`src/rtl/round_robin_arbiter_if.sv`:
```
// -----------------------------------------------------------------------------
// round_robin_arbiter_if
//
// Bundles the request/grant handshake of the round-robin arbiter.
//
// Signals:
//   requests     WIDTH        request vector, bit i set = requester i wants access
//   grant        WIDTH        one-hot grant, all-zero when grant_valid = 0
//   grant_index  INDEX_WIDTH  binary index of the granted requester, 0 when idle
//   grant_valid  1            a grant is being presented
//   grant_ready  1            consumer accepts the presented grant
//
// Handshake: a grant transfers on a rising clock edge where
// grant_valid & grant_ready. While grant_valid is high, grant and grant_index
// stay stable until that transfer. grant_ready has no meaning while
// grant_valid is low.
//
// Modports:
//   master  arbiter side (drives the grant, reads requests and grant_ready)
//   slave   requester/consumer side
// -----------------------------------------------------------------------------
interface round_robin_arbiter_if #(
    parameter int WIDTH = 8
);
    localparam int INDEX_WIDTH = (WIDTH > 1) ? $clog2(WIDTH) : 1;

    logic [WIDTH-1:0]       requests;
    logic [WIDTH-1:0]       grant;
    logic [INDEX_WIDTH-1:0] grant_index;
    logic                   grant_valid;
    logic                   grant_ready;

    modport master (
        input  requests,
        input  grant_ready,
        output grant,
        output grant_index,
        output grant_valid
    );

    modport slave (
        output requests,
        output grant_ready,
        input  grant,
        input  grant_index,
        input  grant_valid
    );
endinterface

```
`src/rtl/round_robin_arbiter.sv`:
```
// -----------------------------------------------------------------------------
// round_robin_arbiter
//
// Registered round-robin arbiter. Picks one requester from a WIDTH-bit request
// vector, scanning from a rotating priority pointer, and presents it as a held
// one-hot grant with a valid/ready handshake. Once presented, a grant is a
// lock: request changes are ignored until the handshake.
//
// Ports:
//   clock          system clock, rising edge
//   reset          synchronous, active-high
//   arb            round_robin_arbiter_if.master (requests, grant, grant_index,
//                  grant_valid, grant_ready); must be built with the same WIDTH
//   debug_state    current FSM state (S_IDLE / S_GRANT)
//   debug_pointer  current priority pointer
//
// Handshake: a grant transfers on a rising edge with grant_valid & grant_ready.
// grant/grant_index are stable from the edge that raises grant_valid up to and
// including the transfer edge; grant_ready is ignored while grant_valid is low.
//
// All outputs come straight from flops; there is no combinational path from
// requests or grant_ready to any output.
// -----------------------------------------------------------------------------
module round_robin_arbiter #(
    parameter  int WIDTH       = 8,
    localparam int INDEX_WIDTH = (WIDTH > 1) ? $clog2(WIDTH) : 1
) (
    input  logic                   clock,
    input  logic                   reset,
    round_robin_arbiter_if.master  arb,
    output logic [0:0]             debug_state,
    output logic [INDEX_WIDTH-1:0] debug_pointer
);

    localparam logic [0:0] S_IDLE  = 1'b0;
    localparam logic [0:0] S_GRANT = 1'b1;

    localparam logic [INDEX_WIDTH-1:0] LAST_INDEX = INDEX_WIDTH'(WIDTH - 1);

    logic [0:0]             state_q;
    logic [WIDTH-1:0]       grant_q;
    logic [INDEX_WIDTH-1:0] index_q;
    logic [INDEX_WIDTH-1:0] pointer_q;

    logic                   handshake;
    logic [INDEX_WIDTH-1:0] pointer_after_hs;
    logic [INDEX_WIDTH-1:0] search_pointer;
    logic [WIDTH-1:0]       upper_mask;
    logic [WIDTH-1:0]       masked_requests;
    logic [WIDTH-1:0]       search_vector;
    logic                   any_request;
    logic [INDEX_WIDTH-1:0] select_index;
    logic [WIDTH-1:0]       select_onehot;

    // Lowest set bit of v; 0 when v is empty (callers gate on any_request).
    function automatic logic [INDEX_WIDTH-1:0] first_one(input logic [WIDTH-1:0] v);
        logic [INDEX_WIDTH-1:0] idx;
        idx = '0;
        for (int i = WIDTH - 1; i >= 0; i--) begin
            if (v[i]) begin
                idx = INDEX_WIDTH'(i);
            end
        end
        return idx;
    endfunction

    assign handshake = (state_q == S_GRANT) && arb.grant_ready;

    // Pointer value written on a handshake: one past the granted index, with
    // the top requester wrapping back to 0.
    assign pointer_after_hs = (index_q == LAST_INDEX) ? '0 : index_q + INDEX_WIDTH'(1);

    // On a handshake the re-arbitration must already see the new pointer,
    // otherwise the requester just served could win again immediately.
    assign search_pointer = handshake ? pointer_after_hs : pointer_q;

    // Rotating priority as two fixed-priority searches: first among bits at or
    // above the pointer, and if none of those request, over the whole vector
    // (which then finds the wrapped-around winner below the pointer).
    always_comb begin
        upper_mask = '0;
        for (int i = 0; i < WIDTH; i++) begin
            upper_mask[i] = (i >= int'(search_pointer));
        end
    end

    assign masked_requests = arb.requests & upper_mask;
    assign search_vector   = (|masked_requests) ? masked_requests : arb.requests;
    assign any_request     = |arb.requests;
    assign select_index    = first_one(search_vector);

    always_comb begin
        select_onehot = '0;
        for (int i = 0; i < WIDTH; i++) begin
            select_onehot[i] = (int'(select_index) == i);
        end
    end

    always_ff @(posedge clock) begin
        if (reset) begin
            // Drops any outstanding grant without advancing the pointer.
            state_q   <= S_IDLE;
            grant_q   <= '0;
            index_q   <= '0;
            pointer_q <= '0;
        end else begin
            case (state_q)
                S_IDLE: begin
                    if (any_request) begin
                        state_q <= S_GRANT;
                        grant_q <= select_onehot;
                        index_q <= select_index;
                    end
                end
                S_GRANT: begin
                    // Without grant_ready the grant is held regardless of requests.
                    if (arb.grant_ready) begin
                        pointer_q <= pointer_after_hs;
                        if (any_request) begin
                            grant_q <= select_onehot;
                            index_q <= select_index;
                        end else begin
                            state_q <= S_IDLE;
                            grant_q <= '0;
                            index_q <= '0;
                        end
                    end
                end
                default: begin
                    state_q <= S_IDLE;
                    grant_q <= '0;
                    index_q <= '0;
                end
            endcase
        end
    end

    assign arb.grant       = grant_q;
    assign arb.grant_index = index_q;
    assign arb.grant_valid = (state_q == S_GRANT);

    assign debug_state   = state_q;
    assign debug_pointer = pointer_q;

endmodule

```
`src/flat_wrapper.sv`:
```
// flat-port wrapper written by rule: the top's interface ports become plain ports
module round_robin_arbiter_flat 
#(
    parameter  int WIDTH       = 8,
    localparam int INDEX_WIDTH = (WIDTH > 1) ? $clog2(WIDTH) : 1
)
  (clock, reset, debug_state, debug_pointer, arb_requests, arb_grant_ready, arb_grant, arb_grant_index, arb_grant_valid);
  round_robin_arbiter_if #(.WIDTH(WIDTH)) arb_i ();
  input  logic clock;
  input  logic reset;
  output logic [0:0] debug_state;
  output logic [INDEX_WIDTH-1:0] debug_pointer;
  input wire logic [$bits(arb_i.requests)-1:0] arb_requests;
  input wire logic [$bits(arb_i.grant_ready)-1:0] arb_grant_ready;
  output wire logic [$bits(arb_i.grant)-1:0] arb_grant;
  output wire logic [$bits(arb_i.grant_index)-1:0] arb_grant_index;
  output wire logic [$bits(arb_i.grant_valid)-1:0] arb_grant_valid;
  assign arb_i.requests = arb_requests;
  assign arb_i.grant_ready = arb_grant_ready;
  assign arb_grant = arb_i.grant;
  assign arb_grant_index = arb_i.grant_index;
  assign arb_grant_valid = arb_i.grant_valid;
  round_robin_arbiter #(.WIDTH(WIDTH)) u_core (.clock(clock), .reset(reset), .arb(arb_i), .debug_state(debug_state), .debug_pointer(debug_pointer));
endmodule
```
`config.mk`:
```
export PLATFORM = sky130hd
export DESIGN_NAME = round_robin_arbiter_flat
export DESIGN_NICKNAME = d
export VERILOG_FILES = /design/src/rtl/round_robin_arbiter_if.sv /design/src/rtl/round_robin_arbiter.sv /design/src/flat_wrapper.sv
export SDC_FILE = /design/constraint.sdc
export NUM_CORES = 1
export LEC_CHECK = 0
export ABC_AREA = 1
export BUFFER_PORTS_ARGS = -buffer_cell sky130_fd_sc_hd__buf_2
export CORE_MARGIN = 4
export CORE_UTILIZATION = 33
export CTS_CLUSTER_DIAMETER = 200
export CTS_CLUSTER_SIZE = 24
export DETAILED_ROUTE_END_ITERATION = 10
export MAX_ROUTING_LAYER = met4
export PLACE_DENSITY = 0.63
export SLEW_MARGIN = 10
export SYNTH_ARGS = -nofsm -noshare
export SYNTH_HDL_FRONTEND = slang
export SYNTH_SLANG_ARGS = --single-unit
```
`constraint.sdc`:
```
create_clock -name clock -period 3 [get_ports clock]
set_clock_uncertainty 0.05 [all_clocks]
set_input_delay 0.45 -clock clock [delete_from_list [all_inputs] [get_ports clock]]
set_output_delay 0.45 -clock clock [all_outputs]
set_load 0.01 [all_outputs]
```
==> impl_metrics.ini, run 1 <==
[logic_synthesis]
synth.avg_cell_area_um2 = 6.42
synthMostInstantiatedCell = nand2_1
synth-edff-count = 0
yosys.area.top_type = dfxtp_1
ys.flop_type = dfxtp_1
seq_area_frac_synth_pct = 31.2
syn_nets = 163
netlist.area_leader.share_pct = 31.2
syn_area_um2 = 963
synth_cells = 150
synth_seq_cells = 15
ys_warn_count = 0
synth.cells.most_frequent = nand2_1 (42), inv_1 (18), dfxtp_1 (15), nand3_1 (15)
synthTopCellsByArea = dfxtp_1 (31%), nand2_1 (16%), nand2_2 (7.8%)
synth_cell_types = 21
async_flop_share_pct = 0

[worst_setup_path]
crit_type = reg -> reg
rr_endpoint = u_core.arb.grant[0]$_SDFFE_PP0P_
critPathMaxFanout = 6
worst-r2r-cell-count = 18
cp-start-kind = flip-flop
worst_setup_path_end_kind = flip-flop
r2r-start = u_core.arb.grant_index[0]$_SDFFE_PP0P_
cp.arrival_ns = 2.60
crit_start = u_core.arb.grant_index[0]$_SDFFE_PP0P_
r2r_slack_ns = 0.57
critical_path_required_ns = 3.17

[finish]
utilization_pct = 41.4
nNetsFinal = 192
antenna_cells = 0
final_layout_size_suffix_gt1_share_pct = 32.0
syn_to_final_growth_pct = 19.6

[timing]
worst_slew_pin_slew_ns = 0.272
clock.fmax_mhz = 412
rsz0062_at_grt = no
period_share_pct = 81.0
tns_ns = 0
finalSetupViolCount = 0
hold_ws_ns = 0.417
hold_viol = 0
drv_slew = 0
relSlewSlack_pct = 81.7
min_period_ns = 2.43

[power]
internal_power_w = 0.000312
pwr-share-comb_pct = 29.8
powerDensity_nw_per_um2 = 414
sequentialPowerShare_pct = 46.0
p_switching_w = 0.000165
clockPowerShare_pct = 24.2
ir_worst_vdd_v = 0.000245
p_leak_nw = 0.610
sw_frac_of_total_pct = 34.6

[hold_path]
whs_path_depth = 2
hold_class = reg -> reg
min_from = u_core.arb.grant[4]$_SDFFE_PP0P_
holdPathEnd = u_core.arb.grant[4]$_SDFFE_PP0P_

[clock_tree]
cts_buffer_depth = 2
cts.sink_count = 15
post_cts_resized = 0
clkTransAtPathRegs_ns = 0.09
post_cts_buffers = 0
cts.htree.levels = 1
cts-root-buf = clkbuf_4
cts_hold_buf = 0
cts_tree = done
numCtsBuffers = 3
worst_skew_pair.late_latency_ns = 0.28

[floorplanning]
fp.dieH_um = 62.0
rows = 19
core_area_um2 = 2780
die_x_um = 62.0
start_util_pct = 34.6
die-area_um2 = 3850
pin_count = 27

[global_routing]
grt_pass1_vias = 903
track_usage_pct = 12.5
grt.overflow.total = 0
antenna_found_initial = 0
grt_max_degree = 16
grt_pass1_wl_mm = 3.65

[routing]
drt_iter0_drc = 24
vias_per_cell = 4.76
drc = 0
vias = 995
firstDrtPassIters = 4
drtAntennaViolNets = 0
wl_mm = 2.18
wire_per_inst_um = 10.4

[place]
place.gp.congestion = 0.921
numPortBuffers = 26
dp_hpwl_mm = 1.80

[flow_run]
cap_violations = 0

[outcome]
status = completed
## cell type report
cell class	instances	area (µm²)
timing repair buffer	27	138
inverter	22	82.6
clock inverter	1	5.00
clock buffer	3	22.5
multi-input combinational	110	566
sequential	15	300
fill	301	1630
tap	31	38.8
## metal layers
metal,GRT usage (%),vias up,wire [µm]
met5,-,-,0
met4,5.15,0,34
met3,0.620,4,110
met2,19.5,27,1030
met1,16.8,437,1000
li1,-,527,-
## power groups by stage
stage / Sequential (W) / Clock (W) / Combinational (W)
2_1_floorplan: 0.000230 / 0 / 0.0000956
3_3_place_gp: 0.000224 / 0 / 0.000142
3_5_place_dp: 0.000224 / 0 / 0.000143
4_1_cts: 0.000220 / 0.000117 / 0.000143
5_1_grt: 0.000222 / 0.000123 / 0.000162
6_report: 0.000220 / 0.000115 / 0.000142
## critical path: stages, from the launching register on
cell and delay, ns:
dfxtp_1 0.34, ha_1 0.20, ha_1 0.27, nand3_1 0.08, nand2_2 0.14, inv_2 0.07, nand3_1 0.10, nand2_2 0.06
nor2_2 0.20, nand2_2 0.11, o21ai_2 0.13, inv_1 0.05, nand2_1 0.07, nand2_2 0.06, nand2_4 0.08, nand2_4 0.06
nand2_2 0.07, nand3_1 0.07, a21oi_1 0.13
## cells by family (layout without fill, tap and decap cells)
logic type,after synthesis,in the layout,synth area share [%]
buffers and inverters,25,53,10.1
AOI/OAI and AO/OA,16,16,9.74
adders and majority gates,2,2,2.60
and+or+nand+nor,92,92,46.4
DFF,15,15,31.2
## stage by stage
stage	setup WS [ns]	cell area, µm²	instances	total power (W)
6_report	0.570	1150	209	0.000477
5_1_grt	0.324	1150	209	0.000507
4_1_cts	0.554	1150	209	0.000481
3_5_place_dp	0.594	1120	205	0.000367
3_3_place_gp	0.632	1120	205	0.000366
2_1_floorplan	0.775	963	150	0.000326
## worst max path at each step
stage | slack, ns | to | cells past startpoint
4_1_cts | 0.55 | u_core.arb.grant[0]$_SDFFE_PP0P_ | 18
3_5_place_dp | 0.59 | u_core.arb.grant[0]$_SDFFE_PP0P_ | 18
3_3_place_gp | 0.63 | u_core.arb.grant[0]$_SDFFE_PP0P_ | 19
5_1_grt | 0.32 | u_core.arb.grant[4]$_SDFFE_PP0P_ | 18
2_1_floorplan | 0.77 | u_core.arb.grant[0]$_SDFFE_PP0P_ | 18
6_report | 0.57 | u_core.arb.grant[0]$_SDFFE_PP0P_ | 18
## flip-flops by register name, summed over array words and instances, names as in the netlist
signal / flops
u_core.arb.grant: 8
u_core.arb.grant_index: 3
u_core.debug_pointer: 3
u_core.arb.grant_valid: 1
## cell usage in the layout, fill, tap and decap left out, types with 3 or more instances in the layout
cell type	synthesis	final
a21oi_1	12	12
buf_2	0	26
clkbuf_4	0	3
dfxtp_1	15	15
inv_1	18	18
inv_2	4	4
nand2_1	42	42
nand2_2	12	12
nand3_1	15	15
nand4_1	4	4
nor2_1	11	11
No activity file was read; power rests on OpenSTA's default activity.
==> inputs of run 2 (changes only) <==
Settings changed: PLACE_DENSITY 0.63 to 0.65.
Clock period 3 ns to 2.1 ns, I/O delays scaled along.
==> run 2 against run 1 <==
The flow now finishes with violations (setup timing). Die area stayed put. Wire length is 24% higher. Critical path depth is 1 lower. Cell count is 11% higher. Largest power group unchanged. Highest routed layer unchanged.
==> impl_metrics.ini, run 2 (synthesized netlist as in run 1, its figures left out) <==
[outcome]
status = complete, but fails checks
violations = setup timing

[worst_setup_path]
cp-start-kind = flip-flop
critical_path_required_ns = 2.23
critPathMaxFanout = 6
worst_setup_path_end_kind = flip-flop
rr_endpoint = u_core.arb.grant_index[2]$_SDFFE_PP0P_
r2r_slack_ns = -0.20
cp.arrival_ns = 2.43
r2r-start = u_core.arb.grant_index[0]$_SDFFE_PP0P_
worst-r2r-cell-count = 17
crit_type = reg -> reg

[power]
powerDensity_nw_per_um2 = 523
pwr-share-comb_pct = 38.5
clockPowerShare_pct = 21.6
p_leak_nw = 0.766
internal_power_w = 0.000504
sw_frac_of_total_pct = 36.2
ir_worst_vdd_v = 0.000280
sequentialPowerShare_pct = 39.8
p_switching_w = 0.000286

[routing]
drtAntennaViolNets = 0
drc = 0
wl_mm = 2.70
vias = 1111
vias_per_cell = 4.79
firstDrtPassIters = 4
drt_iter0_drc = 17
wire_per_inst_um = 11.6

[clock_tree]
numCtsBuffers = 3
cts-root-buf = clkbuf_4
clkTransAtPathRegs_ns = 0.09
worst_skew_pair.late_latency_ns = 0.29
cts_tree = done
cts.sink_count = 15
cts.htree.levels = 1
cts_buffer_depth = 2
cts_hold_buf = 0

[floorplanning]
core_area_um2 = 2780
die_x_um = 62.0
start_util_pct = 34.6
rows = 19
pin_count = 27
fp.dieH_um = 62.0
die-area_um2 = 3850

[timing]
setup_ws_ns = -0.202
drv_slew = 0
finalSetupViolCount = 11
relSlewSlack_pct = 76.0
clock.fmax_mhz = 434
period_share_pct = 110
min_period_ns = 2.30
rsz0062_at_grt = yes
worst_slew_pin_slew_ns = 0.359
hold_viol = 0

[finish]
antenna_cells = 0
final_cell_area_um2 = 1510
syn_to_final_growth_pct = 56.8
nNetsFinal = 215
largest_register_ffs = 8
final_cell_mix = nand2_1 (34), buf_2 (26), buf_4 (24)
final_layout_size_suffix_gt1_share_pct = 52.7
final_common_cell = nand2_1

[global_routing]
grt.overflow.total = 0
antenna_found_initial = 0
grt_pass1_wl_mm = 4.28
met1_usage_pct = 16.6
grt_max_degree = 16
grt-busiest-layer = met2
grtUsageMet2_pct = 28.4
grt_pass1_vias = 1035
track_usage_pct = 15.4
use_met3_pct = 0.620

[place]
pre_cts_ws_ns = -0.182
numPortBuffers = 26
place.gp.congestion = 0.861
placed_cell_area_um2 = 1290
dp_hpwl_mm = 2.09

[hold_path]
whs_path_depth = 2
min_from = reset
holdPathEnd = u_core.arb.grant_index[0]$_SDFFE_PP0P_
hold_class = in -> reg

[flow_run]
cap_violations = 0
[run 2: cell types whose count changed in the layout (fill, tap and decap cells not counted), sizes merged]
cell and delta:
buf +23
[run 2: critical path, stage by stage (launching register included)]
cell,delay [ns]
dfxtp_4,0.36
ha_4,0.15
ha_4,0.26
nand3_4,0.09
nand2_8,0.11
nand3_4,0.09
nand2_4,0.07
nand2_2,0.06
nor2_4,0.15
buf_4,0.13
nand3_1,0.08
nand2_2,0.09
nor2_2,0.05
nand3_2,0.10
nor2_4,0.06
buf_4,0.15
a21oi_2,0.09
nor2_1,0.05
[run 2: stage by stage]
| stage | hold WS (ns) | utilization [%] | power, W | cells | TNS, ns |
|---|---|---|---|---|---|
| 6_report | 0.329 | 54.3 | 0.000790 | 232 | -1.87 |
| 5_1_grt | 0.345 | 54.3 | 0.000839 | 232 | -3.58 |
| 4_1_cts | 0.305 | 50.8 | 0.000766 | 228 | -1.78 |
| 3_5_place_dp | 0.402 | 46.6 | 0.000578 | 220 | -1.62 |
| 3_3_place_gp | 0.399 | 46.6 | 0.000571 | 220 | -1.36 |
| 2_1_floorplan | 0.334 | - | 0.000480 | 150 | -0.0238 |
[run 2: worst max path at each step]
stage	start	endpoint	slack (ns)	cells past startpoint
floorplan	u_core.arb.grant_index[0]$_SDFFE_PP0P_	u_core.arb.grant[4]$_SDFFE_PP0P_	-0.02	18
global placement	u_core.arb.grant_index[0]$_SDFFE_PP0P_	u_core.arb.grant[4]$_SDFFE_PP0P_	-0.19	19
detailed placement	u_core.arb.grant_index[0]$_SDFFE_PP0P_	u_core.arb.grant[4]$_SDFFE_PP0P_	-0.18	18
CTS	u_core.arb.grant_index[0]$_SDFFE_PP0P_	u_core.arb.grant[4]$_SDFFE_PP0P_	-0.19	18
global route	u_core.arb.grant_index[0]$_SDFFE_PP0P_	u_core.arb.grant[0]$_SDFFE_PP0P_	-0.36	18
finish	u_core.arb.grant_index[0]$_SDFFE_PP0P_	u_core.arb.grant_index[2]$_SDFFE_PP0P_	-0.20	17
[run 2: layout make-up]
class	count	area (µm²)
Tap cell	31	38.8
Inverter	22	85.1
Sequential cell	15	305
Clock inverter	1	5.00
Multi-Input combinational cell	110	743
Timing Repair Buffer	50	310
Fill cell	272	1270
Clock buffer	3	22.5
[run 2: what timing repair did]
action / CTS / global route
pin swaps: 1 / 7
resized for setup: 12 / 17
endpoints found under the setup margin: 11 / 11
setup buffers: 4 / 4
[run 2: metal layers]
layer / up-vias / share of wire (%) / wire length, µm
met1: 511 / 40 / 1070
li1: 578 / - / -
met3: 5 / 2.6 / 69
met4: 0 / 1.9 / 51
met2: 17 / 56 / 1500
met5: - / 0 / 0
[run 2: power by group through the flow]
stage,Combinational [W],Clock [W],Sequential (W)
final,0.000304,0.000171,0.000315
after global routing,0.000335,0.000187,0.000317
after CTS,0.000275,0.000175,0.000315
after detailed placement,0.000256,0,0.000322
after global placement,0.000251,0,0.000320
after floorplan,0.000148,0,0.000332
